File: src/rtl/calcula_pontuacao.sv
// calcula_pontuacao: scans both players' boards through the memory controller and publishes hit scores and winner.
// Optional miss counters (erros_p1/erros_p2) are built when PONTUACAO_MISS_COUNT_EN is defined.
module calcula_pontuacao #(
  parameter int         NUM_ROWS     = 12,
  parameter int         READ_LATENCY = 2,
  parameter logic [3:0] HIT_CODE     = 4'h2,
  parameter logic [7:0] WIN_HITS     = 8'd20
) (
  input  logic        clk,
  input  logic        resetGeral,
  input  logic        start,
  input  logic        mem_grant,
  input  logic [63:0] data_in,
  output logic        readyCalculaPontuacao,
  output logic [4:0]  pontuacao_readaddr,
  output logic        jogadorPontuacao,
  output logic        busy,
  output logic        score_valid,
  output logic [7:0]  pontos_p1,
  output logic [7:0]  pontos_p2,
`ifdef PONTUACAO_MISS_COUNT_EN
  output logic [7:0]  erros_p1,
  output logic [7:0]  erros_p2,
`endif
  output logic        fim_jogo,
  output logic        vencedor
);
  localparam logic [4:0] LAST_ROW = 5'(NUM_ROWS - 1);
  localparam logic [7:0] LAST_DRN = 8'(READ_LATENCY - 1);
  typedef enum logic [2:0] {S_IDLE, S_REQ, S_READ, S_DRAIN, S_DONE} state_t;
  state_t                  r_state;
  logic [7:0]              r_drain;
  logic [READ_LATENCY-1:0] r_vld;
  logic [7:0]              r_hit_acc, r_hit_p1;
  logic                    w_begin, w_issue, w_abort, w_last, w_row_vld, w_fim;
  logic [7:0]              w_hit_nxt;
  function automatic logic [4:0] count_code(input logic [63:0] row, input logic [3:0] code);
    logic [4:0] n;
    n = '0;
    for (int k = 0; k < 16; k++) n = n + {4'b0, row[4*k +: 4] == code};
    return n;
  endfunction
  function automatic logic [7:0] sat_add(input logic [7:0] a, input logic [4:0] b);
    logic [8:0] s;
    s = {1'b0, a} + {4'b0, b};
    return s[8] ? 8'hff : s[7:0];
  endfunction
  always_comb begin
    w_begin   = r_state == S_IDLE && start;
    w_issue   = r_state == S_READ && mem_grant;
    w_abort   = (r_state == S_READ || r_state == S_DRAIN) && !mem_grant;
    w_last    = r_state == S_DRAIN && mem_grant && r_drain == LAST_DRN;
    w_row_vld = r_vld[READ_LATENCY-1];
    w_hit_nxt = sat_add(r_hit_acc, w_row_vld ? count_code(data_in, HIT_CODE) : 5'd0);
    w_fim     = r_hit_p1 >= WIN_HITS || w_hit_nxt >= WIN_HITS;
  end
  always_ff @(posedge clk or negedge resetGeral)
    if (!resetGeral) begin
      r_state               <= S_IDLE;
      r_drain               <= '0;
      readyCalculaPontuacao <= 1'b0;
      pontuacao_readaddr    <= '0;
      jogadorPontuacao      <= 1'b0;
      busy                  <= 1'b0;
      score_valid           <= 1'b0;
    end else begin
      score_valid <= 1'b0;
      case (r_state)
        S_IDLE: if (start) begin
          r_state               <= S_REQ;
          readyCalculaPontuacao <= 1'b1;
          pontuacao_readaddr    <= '0;
          jogadorPontuacao      <= 1'b0;
          busy                  <= 1'b1;
        end
        S_REQ: if (mem_grant) r_state <= S_READ;
        S_READ: if (mem_grant && pontuacao_readaddr == LAST_ROW) begin
          r_state               <= S_DRAIN;
          readyCalculaPontuacao <= 1'b0;
          r_drain               <= '0;
        end else if (mem_grant) pontuacao_readaddr <= pontuacao_readaddr + 5'd1;
        S_DRAIN: if (mem_grant && !w_last) r_drain <= r_drain + 8'd1;
        else if (w_last && !jogadorPontuacao) begin
          r_state               <= S_REQ;
          readyCalculaPontuacao <= 1'b1;
          pontuacao_readaddr    <= '0;
          jogadorPontuacao      <= 1'b1;
        end else if (w_last) begin
          r_state     <= S_DONE;
          busy        <= 1'b0;
          score_valid <= 1'b1;
        end
        S_DONE: r_state <= S_IDLE;
        default: r_state <= S_IDLE;
      endcase
      // losing the grant restarts the current player's board from row 0
      if (w_abort) begin
        r_state               <= S_REQ;
        readyCalculaPontuacao <= 1'b1;
        pontuacao_readaddr    <= '0;
      end
    end
  always_ff @(posedge clk or negedge resetGeral)
    if (!resetGeral) begin
      r_vld     <= '0;
      r_hit_acc <= '0;
      r_hit_p1  <= '0;
      pontos_p1 <= '0;
      pontos_p2 <= '0;
      fim_jogo  <= 1'b0;
      vencedor  <= 1'b0;
    end else begin
      r_vld     <= w_abort ? '0 : READ_LATENCY'({r_vld, w_issue});
      r_hit_acc <= (w_begin || w_abort || w_last) ? '0 : w_hit_nxt;
      if (w_last && !jogadorPontuacao) r_hit_p1 <= w_hit_nxt;
      if (w_last && jogadorPontuacao) begin
        pontos_p1 <= r_hit_p1;
        pontos_p2 <= w_hit_nxt;
        fim_jogo  <= w_fim;
        vencedor  <= w_fim && r_hit_p1 > w_hit_nxt;
      end
    end
`ifdef PONTUACAO_MISS_COUNT_EN
  logic [7:0] r_mis_acc, r_mis_p1, w_mis_nxt;
  always_comb w_mis_nxt = sat_add(r_mis_acc, w_row_vld ? count_code(data_in, 4'h3) : 5'd0);
  always_ff @(posedge clk or negedge resetGeral)
    if (!resetGeral) begin
      r_mis_acc <= '0;
      r_mis_p1  <= '0;
      erros_p1  <= '0;
      erros_p2  <= '0;
    end else begin
      r_mis_acc <= (w_begin || w_abort || w_last) ? '0 : w_mis_nxt;
      if (w_last && !jogadorPontuacao) r_mis_p1 <= w_mis_nxt;
      if (w_last && jogadorPontuacao) begin
        erros_p1 <= r_mis_p1;
        erros_p2 <= w_mis_nxt;
      end
    end
`endif
endmodule

File: config.mk
export PLATFORM = sky130hd
export DESIGN_NAME = calcula_pontuacao
export DESIGN_NICKNAME = d
export VERILOG_FILES = /design/src/rtl/calcula_pontuacao.sv
export SDC_FILE = /design/constraint.sdc
export NUM_CORES = 1
export LEC_CHECK = 0
export ABC_AREA = 1
export CELL_PAD_IN_SITES_DETAIL_PLACEMENT = 1
export CELL_PAD_IN_SITES_GLOBAL_PLACEMENT = 1
export CORE_UTILIZATION = 35
export CTS_CLUSTER_DIAMETER = 100
export DETAILED_ROUTE_END_ITERATION = 7
export HOLD_SLACK_MARGIN = 0.06
export MAX_ROUTING_LAYER = met4
export PLACE_DENSITY = 0.89
export SETUP_SLACK_MARGIN = 0.4
export SKIP_LAST_GASP = 1
export SYNTH_ARGS = -nofsm -noshare
export SYNTH_HDL_FRONTEND = slang
export SYNTH_SLANG_ARGS = --single-unit
export TNS_END_PERCENT = 100
File: constraint.sdc
create_clock -name clk -period 2.8 [get_ports clk]
set_input_delay 0.7 -clock clk [delete_from_list [all_inputs] [get_ports clk]]
set_output_delay 0.7 -clock clk [all_outputs]
set_load 0.03 [all_outputs]
## After elaboration in Yosys (flattened, before gate mapping)

Cells that the tools add are included.

| cells by class | value |
|---|---|
| add/subtract/negate cells | 18 |
| magnitude comparators | 3 |
| equality and inequality tests | 36 |
| multiplexer cells | 38 |
| reduce and logical (&&, ||, !) cells | 27 |

Operators with widths:

| kind | count |
|---|---|
| $eq 4x2->1 const B | 16 |
| $add 5x1->5 | 11 |
| $mux 5 | 7 |
| $mux 8 | 4 |
| $mux 3 | 7 |
| $ge 8x5->1 const B | 2 |
| $pmux 8 s2 | 1 |
| $ne 3x3->1 const B | 5 |
| $pmux 5 s3 | 1 |
| $reduce_and 5->1 | 3 |
| $mux 1 | 13 |
| $pmux 3 s4 | 1 |
| $logic_and 1x1->1 | 10 |
| $add 8x5->9 | 1 |
| $add 8x1->8 const B | 1 |
| $eq 8x1->1 const B | 1 |
| $gt 8x8->1 | 1 |
| $ne 2x2->1 const B | 4 |
| $eq 3x2->1 const B | 2 |
| $ne 2x1->1 const B | 3 |
| $ne 3x2->1 const B | 2 |
| $reduce_and 6->1 | 1 |
| $add 4x1->5 | 1 |
| $add 5x1->5 const B | 1 |
| 16 further kinds | 23 |

| word-level totals | value |
|---|---|
| register bits | 56 |
| input bits | 68 |
| output and inout bits | 27 |
| word-level logic and storage cells | 136 |

## Depth between registers and ports, before layout

| depth | value |
|---|---|
| depth in word-level cells | 22 |
| gate-level depth with buffers | 33 |
| gate-level depth less buffers | 33 |

## Worst setup path after synthesis

OpenSTA, ideal clock, no wires.

| path | value |
|---|---|
| kind | input-to-reg |
| start | input port data_in[44] |
| end | register vencedor |
| library setup time | 0.117 ns |
| data arrival time | 5.605 ns |
| data required time | 2.683 ns |
| setup slack | -2.922 ns |
| stages on the path | 26 |
| path through | nor4b_1 fa_1 fa_1 inv_1 fa_1 fa_1 inv_1 ha_1 fa_1 o21ai_0 a21oi_1 ha_1 nand2_1 nor2_1 nand2_1 nand3_1 nand2_1 nand3_1 inv_1 ha_1 a21oi_1 nor2_1 a211oi_1 nand2_1 nand2_1 nand2_1 |

| between the ends | value |
|---|---|
| longest elaborated chain between the ends | 12 |

Ends and longest elaborated chain:

| element | line | RTL |
|---|---|---|
| start: declaration | 13 | `input logic [63:0] data_in,` |
| $eq 4x2->1 (*) | 40 | `for (int k = 0; k < 16; k++) n = n + {4'b0, row[4*k +: 4] == code};` |
| $add 5x1->5 (*) (5 in a row) | 40 |  |
| $mux 5 (*) | 54 | `w_hit_nxt = sat_add(r_hit_acc, w_row_vld ? count_code(data_in, HIT_CODE) : 5'd0);` |
| $add 8x5->9 (*) | 45 | `s = {1'b0, a} + {4'b0, b};` |
| $mux 8 (*) | 46 | `return s[8] ? 8'hff : s[7:0];` |
| $ge 8x5->1 | 55 | `w_fim = r_hit_p1 >= WIN_HITS \|\| w_hit_nxt >= WIN_HITS;` |
| $logic_or 1x1->1 | 55 |  |
| $logic_and 1x1->1 (*) | 120 | `vencedor <= w_fim && r_hit_p1 > w_hit_nxt;` |
| end signal: assignment | 120 |  |
| end: declaration | 26 | `output logic vencedor` |

Every way passes the cells marked *; elsewhere a longest branch is shown, timed or not.
A chain may end at the register's enable or synchronous reset.

## Worst setup path in the final report

| path | value |
|---|---|
| start | input port data_in[21] |
| end | register vencedor |

| between the ends | value |
|---|---|
| longest elaborated chain between the ends | 18 |

Ends and longest elaborated chain:

| element | line |
|---|---|
| $eq 4x2->1 (*) | 40 |
| $add 5x1->5 (*) (11 in a row) | 40 |
| $mux 5 (*) | 54 |
| $add 8x5->9 (*) | 45 |
| $mux 8 (*) | 46 |
| $ge 8x5->1 | 55 |
| $logic_or 1x1->1 | 55 |
| $logic_and 1x1->1 (*) | 120 |

Marked as above.

==> reports/metrics.yaml <==
nets: 682
grt-ovfl-total: 0
syn_nets: 534
hold_viol: 0
insertedDiodeCount: 0
setup_viol: 26
yosysTopAreaCellShare_pct: 39.8
core.rowCount: 36
slew_headroom_pct: 51.8
dp_hpwl_um: 8890
synth_fa_ha_area_share_pct: 13.0
ir_worst_vdd_uv: 379
drt-initial-drc-count: 218
fin_skew_ns: 0.0225
wirelength_um: 17200
antenna_left: 0
setup_slack_ns: -3.06
die_h_um: 102
synth.avg_cell_area_um2: 8.08
n_fill_cell: 1143
ys_top_cells_by_area: "dfrtp_1, nand2_1, inv_1"
cp.arrival_ns: 6.15
synth_common_cells: "nand2_1, inv_1, dfrtp_1, nor2_1, o21ai_0"
area_growth_pct: 62.3
hp-class: "in -> async"
cp_max_fo: 5
wl_per_cell_um: 23.9
place_inst: 687
synth_ff_type: "dfrtp_1"
synth_top_area_cell: "dfrtp_1"
die_w_um: 102
synth.distinct_cells: 37
synth-xor-area-share_pct: 0.994
antenna_found_initial: 0
initial_core_util_pct: 36.1
fin_util_pct: 58.5
synth_top_family_by_area: "simple AND/OR/NAND/NOR gates"
syn_area_um2: 3520
drv_cap: 0
cts_num_sinks: 56
cts_inserted_buffers: 5
end_kind: "flop"
first_pass_iters: 7
cts_hold_buf: 0
synth_compound_area_share_pct: 7.99
synth_edf_count: 0
synth_cells: 436
clk_latency_ns: 0.34
grt_pass1_wl_um: 22100
synthMuxAreaShare_pct: 0
hold-worst-slack_ns: 0.472
rsz0062_at_grt: "yes"
fp.dieArea_um2: 10500
cellLeakagePower_uw: 0.00283
path_class: "in -> reg"
status: "finished, violations left"
clk_pin_slew_ns: 0.12
cts_buffer_depth: 2
grt_util_all_layers_pct: 29.7
required_ns: 3.09
yosysSeqAreaShare_pct: 39.8
yosys.area_share.simple_pct: 29.3
numPortBuffers: 94
cts_tree: "done"
period_minus_slack_ns: 5.86
drive_gt1_share_pct: 35.0
synth_warnings: 0
yosysMostFrequentCell: "nand2_1"
period_share_pct: 209
root_buffer: "clkbuf_8"
vias_per_cell: 5.49
synthArstFlopShare_pct: 100
core_area_um2: 9770
vias: 3942
drv_slew: 0
tightestPinTransition_ns: 0.723
grt_max_degree: 57
violations: "setup timing"
ios: 95
cts.htree.levels: 2
gp_congestion: 0.849
stdcell_count: 718
synth_seq_cells: 56
clock.fmax_mhz: 171
first_global_vias: 4256
drcViolationCount: 0
p_per_area_nw_per_um2: 432
start_kind: "primary input"
==> layout make-up <==
type                            instances  area (um2)  share of cell area [%]
Clock buffer                            7        76.3                    1.33
Inverter                               76         303                    5.29
Sequential cell                        56        1400                    24.5
Clock inverter                          1        8.76                   0.153
Multi-Input combinational cell        300        2460                    43.1
Tap cell                              133         166                    2.91
Timing Repair Buffer                  145        1300                    22.8
==> worst max-delay path, stage by stage <==
cell and delay, ns:
dlygate4sd2_1 0.20, nand3b_1 0.13, fa_1 0.55, fa_1 0.63, fa_2 0.48, fa_1 0.52
inv_2 0.05, ha_4 0.16, fa_2 0.41, o21ai_2 0.18, a21oi_2 0.07, ha_4 0.32
nand2_2 0.08, nor2_4 0.09, nand2_2 0.09, nand3_4 0.08, nand2_1 0.12, nand2_1 0.15
inv_2 0.10, ha_4 0.32, nand4_1 0.19, buf_4 0.19, inv_1 0.06, nand2_1 0.06
nand2_1 0.06, nand2_1 0.05, nand2_1 0.07
==> power breakdown <==
group / switching (uW) / internal, uW / total [uW]
Combinational: 602 / 395 / 996
Sequential: 86.6 / 900 / 987
Clock: 306 / 180 / 487
Total: 995 / 1470 / 2470
==> cells by family after synthesis <==
| group | count (synthesis) |
|---|---|
| and+or+nand+nor | 215 |
| xor gates and xnor gates | 4 |
| DFF | 56 |
| AOI/OAI and AO/OA | 51 |
| adders and majority gates | 30 |
| buffers and inverters | 80 |
==> worst paths after layout <==
| kind | from | endpoint | slack (ns) | depth (start not counted) |
|---|---|---|---|---|
| setup / recovery | data_in[21] | vencedor | -3.06 | 27 |
| hold / removal | resetGeral | pontos_p1[6] | 0.47 | 2 |
| setup reg to reg | r_vld[1] | vencedor | -0.29 | 19 |
| hold reg to reg | r_vld[0] | r_vld[1] | 0.48 | 2 |
| max in group asynchronous | resetGeral | r_hit_p1[2] | 1.82 | 2 |
| min in group clk | r_vld[0] | r_vld[1] | 0.48 | 2 |
==> registers in the layout, summed over array words and instances, names as in the netlist <==
register,cells
busy,1
fim_jogo,1
jogadorPontuacao,1
pontos_p1,8
pontos_p2,8
pontuacao_readaddr,5
r_drain,8
r_hit_acc,8
r_hit_p1,8
r_state,3
r_vld,2
readyCalculaPontuacao,1
score_valid,1
vencedor,1
==> repair_timing <==
item,CTS,global route
hold endpoints to repair,0,0
cloned,0,0
pin swaps,57,43
setup buffers,11,12
gates resized for setup,172,78
setup endpoints to repair,26,26
==> routing by layer <==
metal	routed length [um]	up-vias	GRT usage, %
met2	9050	200	53.7
met5	0	-	-
met3	881	100	5.81
met4	1240	0	17.6
met1	5980	1944	29.3
li1	-	1698	-
==> placed cells by master, fill, tap and decap left out, types with 12 or more instances in the layout <==
| master | netlist | routed |
|---|---|---|
| buf_2 | 1 | 19 |
| buf_4 | 0 | 35 |
| buf_6 | 2 | 22 |
| clkdlybuf4s50_1 | 0 | 57 |
| dfrtp_1 | 56 | 56 |
| ha_4 | 0 | 12 |
| inv_1 | 72 | 59 |
| nand2_1 | 107 | 83 |
| nand2_2 | 6 | 20 |
| nand3_1 | 23 | 13 |
| nor2_1 | 36 | 28 |
| o21ai_0 | 28 | 13 |
==> metrics by stage <==
stage          instance area (um2)  power, uW  setup TNS [ns]  setup WS (ns)
2_1_floorplan                 3670       1490          -52.88          -2.66
3_3_place_gp                  4950       1800          -72.13          -3.26
3_5_place_dp                  4950       1850          -77.15          -3.54
4_1_cts                       5280       2330          -57.36          -2.70
5_1_grt                       5720       2590          -65.20          -3.15
6_report                      5720       2470          -62.58          -3.06
No activity file was read; power rests on OpenSTA's default activity.
